### config.mk
export PLATFORM = sky130hd
export DESIGN_NAME = access_addr_correlator
export DESIGN_NICKNAME = d
export VERILOG_FILES = /design/src/rtl/access_addr_correlator.sv
export SDC_FILE = /design/constraint.sdc
export NUM_CORES = 1
export LEC_CHECK = 0
export CORE_MARGIN = 1.5
export CORE_UTILIZATION = 60
export CTS_CLUSTER_DIAMETER = 50
export DETAILED_ROUTE_END_ITERATION = 16
export GPL_ROUTABILITY_DRIVEN = 0
export PLACE_DENSITY = 0.85
export SLEW_MARGIN = 20
export SYNTH_ARGS = -nofsm -noshare
export SYNTH_HDL_FRONTEND = slang
export SYNTH_SLANG_ARGS = --single-unit
### constraint.sdc
create_clock -name clk -period 6.8 [get_ports clk]
set_input_delay 0.68 -clock clk [delete_from_list [all_inputs] [get_ports clk]]
set_output_delay 0.68 -clock clk [all_outputs]
set_load 0.005 [all_outputs]
### src/rtl/access_addr_correlator.sv
// BLE access-address correlator: hunts {AA, preamble} within a bit-error budget,
// then packs the following bits LSB-first into bytes for the packet decoder.
module access_addr_correlator #(
  parameter logic [31:0] ACCESS_ADDR = 32'h8E89BED6,
  parameter int unsigned MAX_ERR     = 1,
  parameter int unsigned MAX_BYTES   = 42,
  parameter int unsigned TIMEOUT     = 64
) (
  input  logic        clk,
  input  logic        rst_n,
  input  logic        enable,
  input  logic        bit_in,
  input  logic        bit_valid,
  output logic        sync_found,
  output logic [7:0]  data_out,
  output logic        data_valid,
  output logic [15:0] lock_count,
  output logic        timeout_flag
);

  localparam logic [7:0]  PRE = ACCESS_ADDR[0] ? 8'h55 : 8'hAA;
  localparam logic [39:0] SW  = {ACCESS_ADDR, PRE};
  localparam int          IW  = $clog2(TIMEOUT + 1);
  localparam logic [IW-1:0] IDLE_LAST = IW'(TIMEOUT - 1);
  localparam logic [7:0]  BYTE_LAST = 8'(MAX_BYTES - 1);
  localparam logic [5:0]  ERR_LIM   = 6'(MAX_ERR);
  localparam logic [7:0]  MARKER    = ACCESS_ADDR[31:24];

  typedef enum logic [1:0] {
    SEARCH,
    RECEIVE,
    RELEASE
  } state_e;

  state_e        state_q;
  logic [39:0]   sr_q;
  logic [39:0]   sr_d;
  logic [5:0]    fill_q;
  logic [6:0]    bsr_q;
  logic [7:0]    byte_d;
  logic [2:0]    bit_cnt_q;
  logic [7:0]    byte_cnt_q;
  logic [IW-1:0] idle_q;
  logic [5:0]    errs;
  logic          match;

  assign sr_d   = {bit_in, sr_q[39:1]};
  assign byte_d = {bit_in, bsr_q};

  always_comb begin
    errs = '0;
    for (int i = 0; i < 40; i++) begin
      errs = errs + {5'd0, sr_q[i] ^ SW[i]};
    end
  end

  // fill gate keeps a freshly cleared register from matching
  assign match = (fill_q == 6'd40) && (errs <= ERR_LIM);

  always_ff @(posedge clk or negedge rst_n) begin
    if (!rst_n) begin
      state_q      <= SEARCH;
      sr_q         <= '0;
      fill_q       <= '0;
      bsr_q        <= '0;
      bit_cnt_q    <= '0;
      byte_cnt_q   <= '0;
      idle_q       <= '0;
      sync_found   <= 1'b0;
      data_out     <= '0;
      data_valid   <= 1'b0;
      lock_count   <= '0;
      timeout_flag <= 1'b0;
    end else begin
      data_valid   <= 1'b0;
      timeout_flag <= 1'b0;
      if (!enable) begin
        state_q    <= SEARCH;
        sync_found <= 1'b0;
        sr_q       <= '0;
        fill_q     <= '0;
        bit_cnt_q  <= '0;
        byte_cnt_q <= '0;
        idle_q     <= '0;
      end else begin
        unique case (state_q)
          SEARCH: begin
            if (match) begin
              state_q    <= RECEIVE;
              sync_found <= 1'b1;
              data_out   <= MARKER;
              data_valid <= 1'b1;
              byte_cnt_q <= '0;
              idle_q     <= '0;
              if (lock_count != 16'hFFFF) begin
                lock_count <= lock_count + 16'd1;
              end
              if (bit_valid) begin
                bsr_q     <= byte_d[7:1];
                bit_cnt_q <= 3'd1;
              end else begin
                bit_cnt_q <= 3'd0;
              end
            end else if (bit_valid) begin
              sr_q <= sr_d;
              if (fill_q != 6'd40) begin
                fill_q <= fill_q + 6'd1;
              end
            end
          end
          RECEIVE: begin
            if (bit_valid) begin
              bsr_q     <= byte_d[7:1];
              bit_cnt_q <= bit_cnt_q + 3'd1;
              idle_q    <= '0;
              if (bit_cnt_q == 3'd7) begin
                data_out   <= byte_d;
                data_valid <= 1'b1;
                byte_cnt_q <= byte_cnt_q + 8'd1;
                if (byte_cnt_q == BYTE_LAST) begin
                  state_q <= RELEASE;
                end
              end
            end else if (idle_q == IDLE_LAST) begin
              state_q      <= SEARCH;
              timeout_flag <= 1'b1;
              sync_found   <= 1'b0;
              sr_q         <= '0;
              fill_q       <= '0;
              bit_cnt_q    <= '0;
              idle_q       <= '0;
            end else begin
              idle_q <= idle_q + IW'(1);
            end
          end
          RELEASE: begin
            state_q    <= SEARCH;
            sync_found <= 1'b0;
            sr_q       <= '0;
            fill_q     <= '0;
            bit_cnt_q  <= '0;
            byte_cnt_q <= '0;
          end
          default: begin
            state_q <= SEARCH;
          end
        endcase
      end
    end
  end

endmodule

==> results.py <==
metrics = {
    "detailed_routing": {
        "first_pass_iters": 5,
        "drt_iter0_drc": 317,
        "drtAntennaViolNets": 0,
        "route.detailed.drc": 0,
        "routedWlPerCell_um": 17.7,
        "vias": 4466,
        "via_per_inst": 6.03,
        "routed_wl_um": 13100,
    },
    "worst_setup_path": {
        "cp-end-kind": "flop",
        "arrival_ps": 6780,
        "crit_path_max_fanout": 4,
        "path_class": "reg -> reg",
        "worst_setup_path_start_kind": "flop",
        "crit_required_ps": 7090,
    },
    "run_status": {
        "outcome": "completed",
    },
    "die": {
        "design.core.area_mm2": 0.00964,
        "dieArea_mm2": 0.0104,
        "initial_core_util_pct": 61.2,
        "die-height_um": 102,
        "rows": 36,
        "fp.dieW_um": 102,
        "io_pins": 32,
    },
    "global_routing": {
        "grt_pass1_wl_um": 21800,
        "grt_pass1_vias": 4580,
        "grt_start_max_net_pins": 57,
        "grt_overflow_total": 0,
        "grt_use_total_pct": 27.2,
        "grt_antenna_before_repair": 0,
    },
    "cts": {
        "htreeDepth": 3,
        "hold_buffers": 0,
        "root_buffer": "clkbuf_8",
        "clk_latency_ps": 380,
        "clock_sinks": 100,
        "cts_tree": "built",
        "clockBufferDepth": 2,
        "clkTransAtPathRegs_ps": 100,
        "cts-buffers-inserted": 9,
    },
    "timing": {
        "finalCritPeriodShare_pct": 95.5,
        "grt_setup_unrepaired": "no",
        "tns_ps": 0,
        "finalCriticalPeriod_ps": 6500,
        "worst_pin_slew_ps": 927,
        "hold_viol": 0,
        "setup_viol": 0,
        "max_freq_ghz": 0.154,
        "fin_skew_ps": 12.1,
        "maxSlewHeadroom_pct": 38.2,
        "final_max_slew_viol_count": 0,
    },
    "logic_synthesis": {
        "syn_avg_cell_area_um2": 10.3,
        "synth-warning-count": 0,
        "netlist_area_mm2": 0.00590,
        "synth_top_family_by_area": "simple AND/OR/NAND/NOR gates",
        "synth_cell_type_count": 56,
        "ys_ff_latch": 100,
        "synth_flop_cell": "dfrtp_1",
        "async_flop_share_pct": 100,
        "synth_compound_area_share_pct": 10.6,
        "synth-simple-area-share_pct": 16.2,
        "syn_inst": 575,
        "synth-edff-count": 0,
        "syn_nets": 633,
        "muxShareOfSynthArea_pct": 7.12,
        "yosys.area_share.xor_xnor_pct": 2.37,
        "synthAdderAreaFrac_pct": 15.2,
        "synth-seq-area-share_pct": 42.4,
    },
    "power_and_ir_drop": {
        "leakage_nw": 3.01,
        "total_power_mw": 1.59,
        "power_density_mw_per_mm2": 242,
        "peakVddDrop_mv": 0.219,
    },
    "finish": {
        "final_nets": 661,
        "final-seq-area_mm2": 0.00250,
        "layout-drive-gt1-share_pct": 8.22,
        "areaGrowthSynthToFinish_pct": 11.4,
        "diodes": 0,
        "finalNonFillerCells": 741,
        "fillCellCount": 759,
        "multi_input_area_mm2": 0.00308,
    },
    "placed_design": {
        "dpl.hpwl_um": 9370,
        "io_buffers": 31,
        "dp_cells": 722,
    },
    "min_path": {
        "holdCritPathClass": "in -> async",
    },
    "flow_run": {
        "maxCapViolations": 0,
    },
}
[cell usage after synthesis (5+ instances only)]
master | n | area (µm²)
xor2_1 | 9 | 78.8
o2111ai_1 | 5 | 43.8
ha_1 | 22 | 275
a21oi_1 | 7 | 35.0
o31ai_1 | 6 | 45.0
o21ai_0 | 39 | 195
mux2i_1 | 33 | 330
mux2_2 | 8 | 90.1
nor3_1 | 16 | 80.1
xnor2_1 | 7 | 61.3
nand2b_1 | 5 | 31.3
nor2_1 | 26 | 97.6
inv_1 | 65 | 244
nand2_1 | 58 | 218
dfrtp_1 | 100 | 2500
fa_1 | 31 | 621
and3_1 | 5 | 31.3
clkbuf_1 | 18 | 67.6
nand3_1 | 32 | 160
o41ai_1 | 15 | 131
[where the power goes]
part	switching, mW	internal [mW]	total [mW]
Combinational	0.337	0.186	0.523
Sequential	0.0275	0.628	0.655
Clock	0.209	0.206	0.415
[placed cells by master, fill, tap and decap left out, types with 4 or more instances in the layout]
| cell type | n |
|---|---|
| buf_4 | 9 |
| mux2_2 | 8 |
| nor2b_1 | 4 |
| inv_1 | 65 |
| o21a_1 | 4 |
| xor2_1 | 9 |
| clkbuf_8 | 9 |
| clkdlybuf4s50_1 | 30 |
| and3_1 | 5 |
| nor3_1 | 16 |
| a21oi_1 | 7 |
| nand2_1 | 58 |
| o2111ai_1 | 5 |
| mux2i_1 | 33 |
| o21ai_0 | 39 |
| nor2_1 | 24 |
| ha_1 | 22 |
| dfrtp_1 | 100 |
| nand2b_1 | 5 |
| fa_1 | 31 |
| o41ai_1 | 15 |
| nand3_1 | 32 |
| o31ai_1 | 6 |
| xnor2_1 | 7 |
[kinds of logic (layout without fill, tap and decap cells)]
logic type	after synthesis	count (layout)
compound gates	94	94
simple gates	182	183
buf+inv	89	121
fa+ha+maj	53	53
xor+xnor	16	16
mux	41	41
flops	100	100
[per-stage QoR]
stage	setup WS [ps]	hold slack (ps)	utilization, %	area (µm²)
final	304	279	68.2	6580
after CTS	24.3	294	67.8	6540
after global routing	15.0	315	68.2	6580
after global placement	309	465	65.6	6320
after detailed placement	194	488	65.6	6320
after floorplan	719	384	-	5900
[repair_timing]
item                                    4_1_cts  5_1_grt
endpoints found under the setup margin        0       42
buffers inserted                              0        2
gates resized for setup                       0        4
[registers in the layout, indices dropped and copies added, names as in the netlist]
name	cells
byte_cnt_q	8
sync_found	1
state_q	2
data_valid	1
sr_q	40
lock_count	16
fill_q	6
idle_q	7
timeout_flag	1
bit_cnt_q	3
bsr_q	7
data_out	8
[area by class of cell]
type                            count  share of cell area [%]
Inverter                           66                    3.77
Timing Repair Buffer               39                    5.59
Sequential cell                   100                    38.1
Clock buffer                        9                    1.88
Clock inverter                      7                    1.39
Tap cell                          133                    2.53
Multi-Input combinational cell    387                    46.8
[path summary, 6_finish.rpt]
check,cells after the start,slack [ps],endpoint,start
setup / recovery,18,300,byte_cnt_q[3],sr_q[19]
hold / removal,1,280,lock_count[11],rst_n
setup reg to reg,18,300,byte_cnt_q[3],sr_q[19]
hold reg to reg,1,500,idle_q[6],idle_q[6]
max in group asynchronous,2,5370,idle_q[2],rst_n
min in group clk,1,500,idle_q[6],idle_q[6]
[critical path, cell delays in order, from the launching register on]
cell,delay (ps)
dfrtp_1,360
inv_1,70
fa_1,500
fa_1,590
fa_1,460
fa_1,520
inv_1,60
fa_1,510
fa_1,460
fa_1,460
inv_1,70
ha_1,160
inv_1,60
fa_1,500
nor4b_1,460
nand2_1,160
o311ai_2,440
o211ai_1,260
o31ai_1,290
[metal layers]
| metal | part of all wire [%] | global-route usage, % | up-vias |
|---|---|---|---|
| met5 | 0 | 0 | - |
| met4 | 2.4 | 9.48 | 0 |
| met3 | 4.5 | 6.09 | 36 |
| met2 | 52 | 46.7 | 144 |
| met1 | 41 | 34.1 | 2240 |
| li1 | - | - | 2046 |
Note: power is estimated with default switching activity, not from simulation.
==> RTL change 1, RTL diff (same settings) <==
One comparison of `byte_cnt_q` changes from == to >=.
--- a/src/rtl/access_addr_correlator.sv
+++ b/src/rtl/access_addr_correlator.sv
@@ -117,7 +117,7 @@
                 data_out   <= byte_d;
                 data_valid <= 1'b1;
                 byte_cnt_q <= byte_cnt_q + 8'd1;
-                if (byte_cnt_q == BYTE_LAST) begin
+                if (byte_cnt_q >= BYTE_LAST) begin
                   state_q <= RELEASE;
                 end
               end
Behaviour: same outputs for any inputs over 10 cycles, from zero or initial values and one cycle with rst_n low; that may be too few to reach the edited logic, so the function may still have changed.
==> RTL change 1 against the unedited design <==
  * Power down 2.3%
  * Routed wire length down 8.1%
  * Area after synthesis decreased by 4.0%
  * Design area fell by 3.8%
  * Worst setup slack improved by 0.019 ns
  * Sequential cell count stayed put
  * Sequential power is 5.5% higher
  * Via count shrank 5.7%
  * Synthesized cell count shrank 2.8%
  * Largest power group unchanged
==> RTL change 1: results (changes against the unedited design) <==
Critical path origin sr_q[11]; number of distinct library cells after synthesis 55 (-1.8%); reg2reg setup slack 0.32 ns (+0.02 ns); Final Core Density 68.7% (+0.54 points); worst-margin pin slew 0.832 ns (-0.0949 ns); multi-input logic area 2850 um^2 (-7.3%); fillcell total 648 (-15%); row count 35 (-2.8%); Inverters 64 (-3.0%); cell count after synthesis 559 (-2.8%); Clock buf/inv share 3.50% (+0.23 points); Switching Share 33.4% (-2.6 points); DP Worst Slack 0.413 ns (+0.219 ns); vias in the first global route 4178 (-8.8%); placed insts 688 (-4.7%); depth of the worst register-to-register path 19 (+1); status finished, final reports clean; total track usage 26.1% (-1.1 points); CTS clk-pin slew, worst paths 0.10 ns (about the same); first-pass GRT wire length 20300 um (-6.7%); sequential cell area share 39.6% (+1.5 points); multi-input gate count 374 (-3.4%); maximum VDD drop 0.182 mV (-17%); Data buffer area share 5.82% (+0.22 points); 1st-iter DRT viols 272 (-14%); Detailed Route WL 12000 um (-8.1%); leakage power 2.74 nW (-8.9%); pin count of the biggest net entering global routing 54 (-5.3%); Crit Path Max Fanout 35 (+31); Mapped Nets 618 (-2.4%); CP arrival 6.77 ns (about the same); vias per cell 5.98 (-0.73%); Hold Crit Class in2async; clk_skew 0.00820 ns (-0.00393 ns); routed len/inst 17.1 um (-3.3%); Synth area leaders dfrtp_1 44%, fa_1 11%, nand2_1 5.9%; most frequent cells after synthesis 100 x dfrtp_1, 89 x nand2_1, 64 x inv_1, 41 x o21ai_0, 32 x o31ai_1; share of cells above drive strength 1 8.94% (+0.71 points); DP HPWL 8550 um (-8.7%); Clock Latency Late Sink 0.37 ns; register area share after synthesis 44.2% (+1.8 points); Area after DPL 6100 um^2 (-3.5%); top flop regs sr_q: 40 flops, lock_count: 16 flops
## RTL change 1: changes by cell type after synthesis, moves of 6 or more
cell / delta
mux2_2: +6
mux2i_1: -29
nand2_1: +31
nand2b_1: +8
nand3_1: -19
nand4_1: +9
nor2_1: -10
nor3_1: -10
o31ai_1: +26
o41ai_1: -10
xnor2_1: +6
xor2_1: -8
## RTL change 1: power groups by stage
| stage | combinational (mW) | sequential [mW] | clock [mW] |
|---|---|---|---|
| after floorplan | 0.283 | 0.691 | 0 |
| after global placement | 0.413 | 0.698 | 0 |
| after detailed placement | 0.433 | 0.700 | 0 |
| after CTS | 0.440 | 0.690 | 0.432 |
| after global routing | 0.492 | 0.697 | 0.452 |
| final | 0.440 | 0.691 | 0.425 |
## RTL change 1: how the worst min path moves through the flow
stage / endpoint / slack [ns] / depth (start not counted)
2_1_floorplan: bit_cnt_q[0] / 0.38 / 0
3_3_place_gp: sr_q[33] / 0.46 / 2
3_5_place_dp: sr_q[38] / 0.47 / 2
4_1_cts: sr_q[35] / 0.32 / 1
5_1_grt: sr_q[34] / 0.36 / 1
6_report: sr_q[36] / 0.32 / 1
## RTL change 1: logic make-up (layout without fill, tap and decap cells)
logic type                 count (synthesis)  in the layout  share of synthesized area (%)
AOI/OAI and AO/OA                        106            106                           12.6
xor gates and xnor gates                  14             14                           2.17
adders and majority gates                 54             54                           16.0
buffers and inverters                     85            119                           5.79
DFF                                      100            100                           44.2
muxes                                     18             18                           3.49
and+or+nand+nor                          182            182                           15.8
## RTL change 1: metal layers
layer | vias up | part of all wire [%] | GRT usage (%)
li1 | 1960 | - | -
met3 | 27 | 5.4 | 4.53
met1 | 2072 | 44 | 36.1
met5 | - | 0 | 0
met2 | 153 | 48 | 40.8
met4 | 0 | 2.9 | 12.0
==> RTL change 2, RTL diff (same settings) <==
Made on the original files. Change the parameter `TIMEOUT` from 64 to 32.
--- a/src/rtl/access_addr_correlator.sv
+++ b/src/rtl/access_addr_correlator.sv
@@ -4,7 +4,7 @@
   parameter logic [31:0] ACCESS_ADDR = 32'h8E89BED6,
   parameter int unsigned MAX_ERR     = 1,
   parameter int unsigned MAX_BYTES   = 42,
-  parameter int unsigned TIMEOUT     = 64
+  parameter int unsigned TIMEOUT     = 32
 ) (
   input  logic        clk,
   input  logic        rst_n,
Behaviour: no difference found for any inputs over 10 cycles, from zero or initial values and one cycle with rst_n low; that may be too few to reach the edited logic, so the function may still have changed.
==> RTL change 2 against the unedited design <==
  * Utilization grew 0.20 points
  * Sequential cell count fell by 1
  * Clock power decreased by 2%
  * Routed wire length decreased by 8.9%
  * Global-route usage down 0.82 points
  * Worst setup slack better by 0.061 ns
  * Die area shrank 4.1%
  * Design area shrank 4.3%
  * Area after synthesis decreased by 4.2%
  * Critical path type unchanged
  * Synthesized cell count decreased by 3.7%
  * Sequential power down 2%
  * Power shrank 7.0%
  * Critical path depth increased by 2
==> RTL change 2: results (changes against the unedited design) <==
total track usage 26.4% (-0.82 points); adder-cell share of the synthesized area 15.8% (+0.66 points); Finished Layout Cells 695 (-6.2%); share of cells above drive strength 1 7.36% (-0.86 points); drc violations 0 (unchanged); Crit Path Max Fanout 11 (+7); 1st-iter DRT viols 160 (-50%); IO buf count 31 (unchanged); H-tree depth 3 (unchanged); fin nets 637 (-3.6%); depth of the worst register-to-register path 20 (+2); CP arrival 6.71 ns (-0.07 ns); reg2reg setup slack 0.37 ns (+0.06 ns); CTS clk-pin slew, worst paths 0.10 ns (about the same); Critical R2R Launch sr_q[10]; asr flop ratio synth 100% (unchanged); multiplexer share of the synthesized area 1.97% (-5.2 points); Area after DPL 6070 um^2 (-3.9%); Critical R2R Capture bit_cnt_q[0]; post-synthesis compound-gate area fraction 15.0% (+4.3 points); register area share after synthesis 43.8% (+1.4 points); maximum VDD drop 0.259 mV (+18%); Hold Slack 0.268 ns (-0.0111 ns); Post-synth EDFFs 0 (unchanged); Synth area leaders dfrtp_1 44%, fa_1 11%, nand2_1 5.5%; yosys warns 0 (unchanged); most frequent cells after synthesis 99 x dfrtp_1, 83 x nand2_1, 58 x inv_1, 41 x o31ai_1, 33 x o21ai_0; clk_skew 0.0118 ns (-0.000323 ns); first-pass GRT wire length 20500 um (-5.9%); top flop regs sr_q: 40 flops, lock_count: 16 flops; vias per cell 5.99 (-0.57%); Max Buffers Root-to-Sink 2 (unchanged); vias in the first global route 4235 (-7.5%); Root Driver clkbuf_8; TritonRoute pass-1 iters 5 (unchanged); number of antenna violations at the first check in global routing 0 (unchanged); status finished, final reports clean; xor/xnor share of the synthesized area 2.17% (-0.21 points); leakage power 2.76 nW (-8.3%); post-synthesis average cell area 10.2 um^2 (-0.54%); pin count of the biggest net entering global routing 81 (+42%); routed len/inst 17.2 um (-2.8%); Hold Crit Class in2async; Mapped Nets 612 (-3.3%); placed insts 679 (-6.0%); antenna fix cells 0 (unchanged); relative slew slack 53.3% (+15 points); DP HPWL 8590 um (-8.4%)
==> RTL change 2: cell types whose count changed after synthesis, sizes merged, moves of 9 or more <==
cell and delta:
mux2i -32, o31ai +35, nand4 +9, nand3 -13, o41ai -14, nor3 -14, nand2 +25, nor2 -14
==> RTL change 2: worst max path at each step <==
stage / cells after the start / end / slack [ns] / startpoint
3_3_place_gp: 18 / byte_cnt_q[4] / 0.45 / sr_q[11]
5_1_grt: 19 / bit_cnt_q[2] / 0.11 / sr_q[0]
6_report: 20 / bit_cnt_q[0] / 0.37 / sr_q[10]
3_5_place_dp: 18 / byte_cnt_q[4] / 0.32 / sr_q[0]
4_1_cts: 19 / byte_cnt_q[4] / 0.29 / sr_q[10]
2_1_floorplan: 20 / byte_cnt_q[4] / 0.70 / sr_q[3]
==> RTL change 2: layout make-up <==
cell class,count,area [um^2]
clock inverter,7,87.6
timing repair buffer,37,365
tap,111,139
clock buffer,9,124
multi-input combinational,374,2880
sequential,99,2480
inverter,58,218
fill,680,2910
==> RTL change 2: timing repair <==
| item | CTS | global route |
|---|---|---|
| gates resized for setup | 0 | 1 |
| endpoints found under the hold margin | 0 | 0 |
| hold buffers | 0 | 0 |
| endpoints found under the setup margin | 0 | 1 |
==> RTL change 2: through the flow <==
step / utilization (%) / setup WS, ns / power [mW]
floorplan: - / 0.695 / 0.958
global placement: 66.1 / 0.452 / 1.05
detailed placement: 66.1 / 0.325 / 1.08
CTS: 68.4 / 0.291 / 1.49
global route: 68.4 / 0.111 / 1.56
finish: 68.4 / 0.366 / 1.48
==> RTL change 2: cell families (layout without fill, tap and decap cells) <==
group / count (synthesis) / in the layout
AND/OR/NAND/NOR: 177 / 177
AO/OA/AOI/OAI: 120 / 120
flip-flops: 99 / 99
buffers and inverters: 81 / 111
adder cells (fa/ha/maj): 53 / 53
XOR/XNOR: 14 / 14
multiplexers: 10 / 10
==> RTL change 2: per-layer routing <==
metal	share of wire [%]	wire, um	global-route usage, %	vias up
li1	-	-	-	1972
met1	43	5080	33.8	2090
met2	52	6160	44.7	86
met3	4.2	505	5.92	17
met4	1.5	180	8.67	0
met5	0	0	0	-
==> RTL change 2: worst max-delay path: stages (launching register included) <==
cell	delay, ns
dfrtp_1	0.40
inv_1	0.09
fa_1	0.59
fa_1	0.44
fa_1	0.49
inv_1	0.05
fa_1	0.46
fa_1	0.55
fa_1	0.46
fa_1	0.47
inv_1	0.07
ha_1	0.18
inv_1	0.07
fa_1	0.43
nand2b_1	0.19
o22a_1	0.21
a21oi_1	0.30
a21oi_2	0.12
buf_4	0.19
or3_1	0.42
o2bb2ai_1	0.15
==> RTL change 2: report_power, final <==
group	switching (mW)	internal (mW)
Combinational	0.283	0.146
Clock	0.229	0.180
Sequential	0.0263	0.618
